--- src/rtl/game_status_scanner.sv ---
// game_status_scanner: walks the active level's defuse/mine arrays one field per clock and reports defused count, sticky win/lose; `SCAN_EARLY_ABORT_EN ends a scan at the first defused mine
module game_status_scanner #(
  parameter int COUNT_W = 9
) (
  input  logic                clk,
  input  logic                rst,
  input  logic [1:0]          level,
  input  logic                new_game,
  input  logic                start,
  input  logic [7:0][7:0]     mine_arr_easy,
  input  logic [9:0][9:0]     mine_arr_medium,
  input  logic [15:0][15:0]   mine_arr_hard,
  input  logic [7:0][7:0]     defuse_arr_easy,
  input  logic [9:0][9:0]     defuse_arr_medium,
  input  logic [15:0][15:0]   defuse_arr_hard,
  output logic                busy,
  output logic                scan_done,
  output logic [COUNT_W-1:0]  defused_count,
  output logic                win,
  output logic                lose
);
  typedef enum logic [1:0] {IDLE, SCAN, EVAL} state_t;
  state_t state_q, state_d;
  logic [1:0] lvl_q, lvl_d;
  logic [3:0] x_q, x_d, y_q, y_d, last;
  logic [COUNT_W-1:0] dc_q, dc_d, mc_q, mc_d, cnt_q, cnt_d, area;
  logic hit_q, hit_d, win_q, win_d, lose_q, lose_d, done_q, done_d;
  logic mine_b, def_b, hit_now;
  // current field of the sampled level and that level's geometry
  always_comb begin
    last = lvl_q == 2'd1 ? 4'd7 : lvl_q == 2'd2 ? 4'd9 : 4'd15;
    area = lvl_q == 2'd1 ? COUNT_W'(64) : lvl_q == 2'd2 ? COUNT_W'(100) : COUNT_W'(256);
    mine_b = lvl_q == 2'd1 ? mine_arr_easy[y_q[2:0]][x_q[2:0]] :
             lvl_q == 2'd2 ? mine_arr_medium[y_q][x_q] : mine_arr_hard[y_q][x_q];
    def_b = lvl_q == 2'd1 ? defuse_arr_easy[y_q[2:0]][x_q[2:0]] :
            lvl_q == 2'd2 ? defuse_arr_medium[y_q][x_q] : defuse_arr_hard[y_q][x_q];
    hit_now = mine_b & def_b;
  end
  // state and datapath registers
  always_ff @(posedge clk) begin
    if (!rst) begin
      state_q <= IDLE;
      lvl_q <= '0;
      x_q <= '0;
      y_q <= '0;
      dc_q <= '0;
      mc_q <= '0;
      cnt_q <= '0;
      hit_q <= 1'b0;
      win_q <= 1'b0;
      lose_q <= 1'b0;
      done_q <= 1'b0;
    end else begin
      state_q <= state_d;
      lvl_q <= lvl_d;
      x_q <= x_d;
      y_q <= y_d;
      dc_q <= dc_d;
      mc_q <= mc_d;
      cnt_q <= cnt_d;
      hit_q <= hit_d;
      win_q <= win_d;
      lose_q <= lose_d;
      done_q <= done_d;
    end
  end
  // next state: new_game aborts and clears, IDLE accepts start, SCAN walks the board, EVAL publishes
  always_comb begin
    state_d = state_q;
    lvl_d = lvl_q;
    x_d = x_q;
    y_d = y_q;
    dc_d = dc_q;
    mc_d = mc_q;
    hit_d = hit_q;
    cnt_d = cnt_q;
    win_d = win_q;
    lose_d = lose_q;
    done_d = 1'b0;
    if (new_game) begin
      state_d = IDLE;
      cnt_d = '0;
      win_d = 1'b0;
      lose_d = 1'b0;
    end else if (state_q == IDLE) begin
      if (start && level != 2'd0 && !win_q && !lose_q) begin
        state_d = SCAN;
        lvl_d = level;
        x_d = '0;
        y_d = '0;
        dc_d = '0;
        mc_d = '0;
        hit_d = 1'b0;
      end
    end else if (state_q == SCAN) begin
      if (level != lvl_q) begin
        state_d = IDLE;
      end else begin
        dc_d = dc_q + COUNT_W'(def_b);
        mc_d = mc_q + COUNT_W'(mine_b);
        hit_d = hit_q | hit_now;
        x_d = x_q == last ? 4'd0 : x_q + 4'd1;
        y_d = x_q == last ? y_q + 4'd1 : y_q;
`ifdef SCAN_EARLY_ABORT_EN
        state_d = (x_q == last && y_q == last) || hit_now ? EVAL : SCAN;
`else
        state_d = x_q == last && y_q == last ? EVAL : SCAN;
`endif
      end
    end else begin
      state_d = IDLE;
      cnt_d = dc_q;
      done_d = 1'b1;
      lose_d = lose_q | hit_q;
      win_d = win_q | (!hit_q && mc_q != '0 && dc_q == area - mc_q);
    end
  end
  // outputs
  always_comb begin
    busy = state_q == SCAN;
    scan_done = done_q;
    defused_count = cnt_q;
    win = win_q;
    lose = lose_q;
  end
endmodule

--- config.mk ---
export PLATFORM = sky130hd
export DESIGN_NAME = game_status_scanner
export DESIGN_NICKNAME = d
export VERILOG_FILES = /design/src/rtl/game_status_scanner.sv
export SDC_FILE = /design/constraint.sdc
export NUM_CORES = 1
export LEC_CHECK = 0
export BUFFER_PORTS_ARGS = -buffer_cell sky130_fd_sc_hd__buf_2
export CORE_AREA = 2 2 332 334
export DETAILED_ROUTE_END_ITERATION = 8
export DIE_AREA = 0 0 334 336
export PLACE_DENSITY = 0.3
export SLEW_MARGIN = 20
export SYNTH_ARGS = -nofsm -noshare
export SYNTH_HDL_FRONTEND = slang
export SYNTH_SLANG_ARGS = --single-unit
--- constraint.sdc ---
create_clock -name clk -period 3.7 [get_ports clk]
set_input_delay 0.555 -clock clk [delete_from_list [all_inputs] [get_ports clk]]
set_output_delay 0.555 -clock clk [all_outputs]
set_load 0.005 [all_outputs]
==> results by group <==
Cells and area
  • Area growth syn-to-layout: 86.3%
  • Count of nets after finishing: 2647
  • Fraction of final layout cells with drive strength greater than 1: 74.1%
  • Utilization of the core after routing: 16.1%
  • Final instance area: 17400 µm²
  • Number of non-filler instances in the completed layout: 3215

Setup path
  • Reg-to-reg startpoint: y_q[0]
  • Arrival time of data at the critical path endpoint: 3.86 ns
  • List of cells traversed by the critical path: buf_12, buf_4, buf_6, mux4_2, a22o_1, or4_4, o211ai_1, nand4_1, a22oi_2, o21a_1, inv_2, ha_4, ha_4, and3_4, nand4_1, xor2_1, nor2_1
  • Highest-delay cell along the critical path: sky130_fd_sc_hd__mux4_2
  • End of the worst register-to-register path: mc_q[8]
  • Kind of end point of the critical path: flip-flop
  • Critical Path End: mc_q[8]
  • Crit path required time: 3.89 ns
  • Buffers and inverters on the worst path: 4
  • Crit path max-delay family: simple AND/OR/NAND/NOR gates
  • Crit-path max FO: 3
  • Worst R2R Setup Slack: 0.04 ns
  • Crit path depth: 17
  • Kind of critical path: flip-flop to flip-flop
  • Max incr delay on CP: 0.53 ns
  • Crit path launch type: flip-flop
  • R2R cell count: 17
  • Critical path startpoint: y_q[0]

Pwr
  • Total power divided by cell area: 126 nW/µm²
  • Static power due to leakage: 6.97 nW
  • Total power consumption of the routed design: 2.20 mW
  • Worst voltage drop across the vdd grid: 0.000154 V

Synth
  • Synth Warn #: 0
  • Async set-or-reset flop fraction in the synthesized netlist: 0%
  • FF+latch count, synth: 43
  • Cell taking the most area after synthesis: sky130_fd_sc_hd__mux4_2
  • Mapped Nets: 1699
  • Area share of the leading cell type in the synthesized netlist: 44.6%
  • Top cells by area, synth: sky130_fd_sc_hd__mux4_2, sky130_fd_sc_hd__dfxtp_1, sky130_fd_sc_hd__mux2i_1
  • Predominant post-synthesis flop cell: sky130_fd_sc_hd__dfxtp_1
  • Most numerous cell in the Yosys netlist: sky130_fd_sc_hd__mux4_2
  • Distinct cell type count after synthesis: 66
  • Mapped Avg Cell Area: 11.1 µm²
  • Most common library cells after synthesis: sky130_fd_sc_hd__mux4_2, sky130_fd_sc_hd__mux2i_1, sky130_fd_sc_hd__nand2_1
  • Number of cells produced by synthesis: 841
  • Portion of the post-synthesis area used by sequential elements: 9.21%
  • Syn Std Cell Area: 9350 µm²
  • Count of flip-flops with a built-in enable after synthesis: 0

STA
  • Final setup violation count: 0
  • Final clock skew: 0.0121 ns
  • Setup repair after global routing missed its margin: true
  • Top achievable clock speed: 273 MHz
  • Slew of the pin with the lowest slew margin: 0.755 ns
  • WHS: 0.496 ns
  • Slew HR: 49.2%
  • Final count of pins violating max slew: 0
  • Hold Violations, Final: 0
  • Crit share post-route: 99.0%
  • Post-layout minimum cycle time: 3.66 ns

Die
  • Site Rows: 121
  • Area of the placeable core: 108000 µm²
  • Initial Utilization: 8.63%
  • X dimension of the die: 334 µm
  • Die extent in y: 336 µm
  • Top-level I/O count: 859
  • Die Outline Area: 112000 µm²

Global routing
  • Overall track demand over capacity in global routing: 15.0%
  • Number of global-route vias before repair: 13500
  • Congestion Overflow GR: 0
  • Antenna violations before repair: 58
  • Largest net degree at the start of global routing: 33
  • Global-route wire length before repair: 115000 µm

Run status
  • Result of the run: finished, final reports clean

Drt
  • Post-DR wirelength/cell: 27.5 µm
  • Avg Vias per Cell: 3.81
  • Violation count after the first detailed-route iteration: 507
  • Count of nets left with antenna violations after detail routing: 0
  • Routed wire length: 88300 µm
  • DRC violation count after routing: 0
  • Via total after detailed routing: 12300
  • Number of search-and-repair iterations in the first detailed-routing pass: 4

Flow run
  • Max_cap viols: 0

Clock tree
  • Number of clock buffers inserted by TritonCTS: 5
  • Clock edge transition at the registers on the reported setup and hold paths: 0.07 ns
  • Clock latency on the worst-skew pair: 0.30 ns
  • Maximum clock insertion buffer count: 2
  • Hold Buf Count CTS: 0
  • Htree depth: 2
  • Clock sink count: 43
  • Root buffer selected by CTS: sky130_fd_sc_hd__clkbuf_16
  • CTS tree: done

Placed design
  • Count of placed standard cells including taps: 3158
  • Post-DP HPWL: 78500 µm
  • Final RePlAce weighted congestion: 0.910
  • Placed standard-cell area: 16200 µm²
  • IO Port Bufs: 858

Min path
  • Start point of the worst min-delay path: mc_q[5]
  • Cells on Worst Hold Path: 2
  • Class of the tightest hold or removal check: flip-flop to flip-flop
## cells in the final DEF, fill, tap and decap left out, drive strengths merged, types with 8 or more instances in the layout
| master | n |
|---|---|
| a21oi | 25 |
| a221oi | 8 |
| a22oi | 15 |
| buf | 1035 |
| dfxtp | 43 |
| diode | 11 |
| ha | 12 |
| inv | 14 |
| mux2 | 15 |
| mux2i | 78 |
| mux4 | 190 |
| nand2 | 64 |
| nand3 | 24 |
| nand4 | 16 |
| nor2 | 48 |
| nor2b | 9 |
| nor3 | 9 |
| nor4 | 10 |
| o21ai | 16 |
| o221ai | 17 |
| o22ai | 8 |
| xnor2 | 17 |
| xor2 | 17 |
## stage by stage
step,setup TNS [ns],worst slack (ns)
2_1_floorplan,0,0.344
3_3_place_gp,-2.69,-0.405
3_5_place_dp,-2.96,-0.365
4_1_cts,-0.0528,-0.0250
5_1_grt,-0.352,-0.0922
6_report,0,0.0369
## how the worst min path moves through the flow
| stage | to | slack (ns) |
|---|---|---|
| 6_report | mc_q[5] | 0.50 |
| 2_1_floorplan | mc_q[5] | 0.46 |
| 3_5_place_dp | mc_q[5] | 0.48 |
| 3_3_place_gp | mc_q[5] | 0.48 |
| 5_1_grt | mc_q[5] | 0.52 |
| 4_1_cts | mc_q[5] | 0.49 |
## registers in the layout (all words and copies together), names as in the netlist
register and count:
hit_q 1, y_q 4, x_q 4, win 1, defused_count 9, scan_done 1
lose 1, dc_q 9, lvl_q 2, state_q 2, mc_q 9
## kinds of logic (layout without fill, tap and decap cells)
family,after synthesis,in the layout,share of synthesized area (%)
AOI/OAI and AO/OA,146,146,11.5
xor gates and xnor gates,34,34,3.18
adders and majority gates,12,12,1.61
buffers and inverters,111,1060,7.28
DFF,43,43,9.21
muxes,283,283,56.1
other,0,11,0
and+or+nand+nor,212,212,11.1
## worst reg2reg max path, stage by stage, from the launching register on
cell                       delay, ns
sky130_fd_sc_hd__dfxtp_4        0.37
sky130_fd_sc_hd__buf_12         0.12
sky130_fd_sc_hd__buf_4          0.11
sky130_fd_sc_hd__buf_6          0.08
sky130_fd_sc_hd__mux4_2         0.53
sky130_fd_sc_hd__a22o_1         0.21
sky130_fd_sc_hd__or4_4          0.53
sky130_fd_sc_hd__o211ai_1       0.12
sky130_fd_sc_hd__nand4_1        0.16
sky130_fd_sc_hd__a22oi_2        0.29
sky130_fd_sc_hd__o21a_1         0.20
sky130_fd_sc_hd__inv_2          0.06
sky130_fd_sc_hd__ha_4           0.16
sky130_fd_sc_hd__ha_4           0.15
sky130_fd_sc_hd__and3_4         0.17
sky130_fd_sc_hd__nand4_1        0.08
sky130_fd_sc_hd__xor2_1         0.17
sky130_fd_sc_hd__nor2_1         0.05
## layout make-up
| type | count | area [µm²] |
|---|---|---|
| Clock inverter | 2 | 37.5 |
| Inverter | 16 | 61.3 |
| Sequential cell | 43 | 878 |
| Clock buffer | 6 | 129 |
| Timing Repair Buffer | 1036 | 6240 |
| Antenna cell | 11 | 27.5 |
| Multi-Input combinational cell | 687 | 8280 |
| Tap cell | 1414 | 1770 |
| Fill cell | 12300 | 91000 |
## layer usage
layer / track usage, % / up-vias / wire [µm]
met5: 0 / - / 218
met4: 2.81 / 38 / 1460
met3: 4.08 / 101 / 6660
met2: 25.3 / 614 / 41700
met1: 19.3 / 6070 / 38300
li1: - / 5432 / -
## power by group
part	internal, mW	switching, mW	leakage (nW)
Clock	0.319	0.201	0.0771
Sequential	0.464	0.00822	0.351
Combinational	0.674	0.529	6.55
Total	1.46	0.739	6.97
## timing repair
| item | 4_1_cts | 5_1_grt |
|---|---|---|
| resized for setup | 78 | 55 |
| setup endpoints to repair | 16 | 13 |
| gates cloned | 3 | 1 |
| setup buffers | 36 | 4 |
| pin swaps | 34 | 29 |
(Power assumes the default switching activity.)
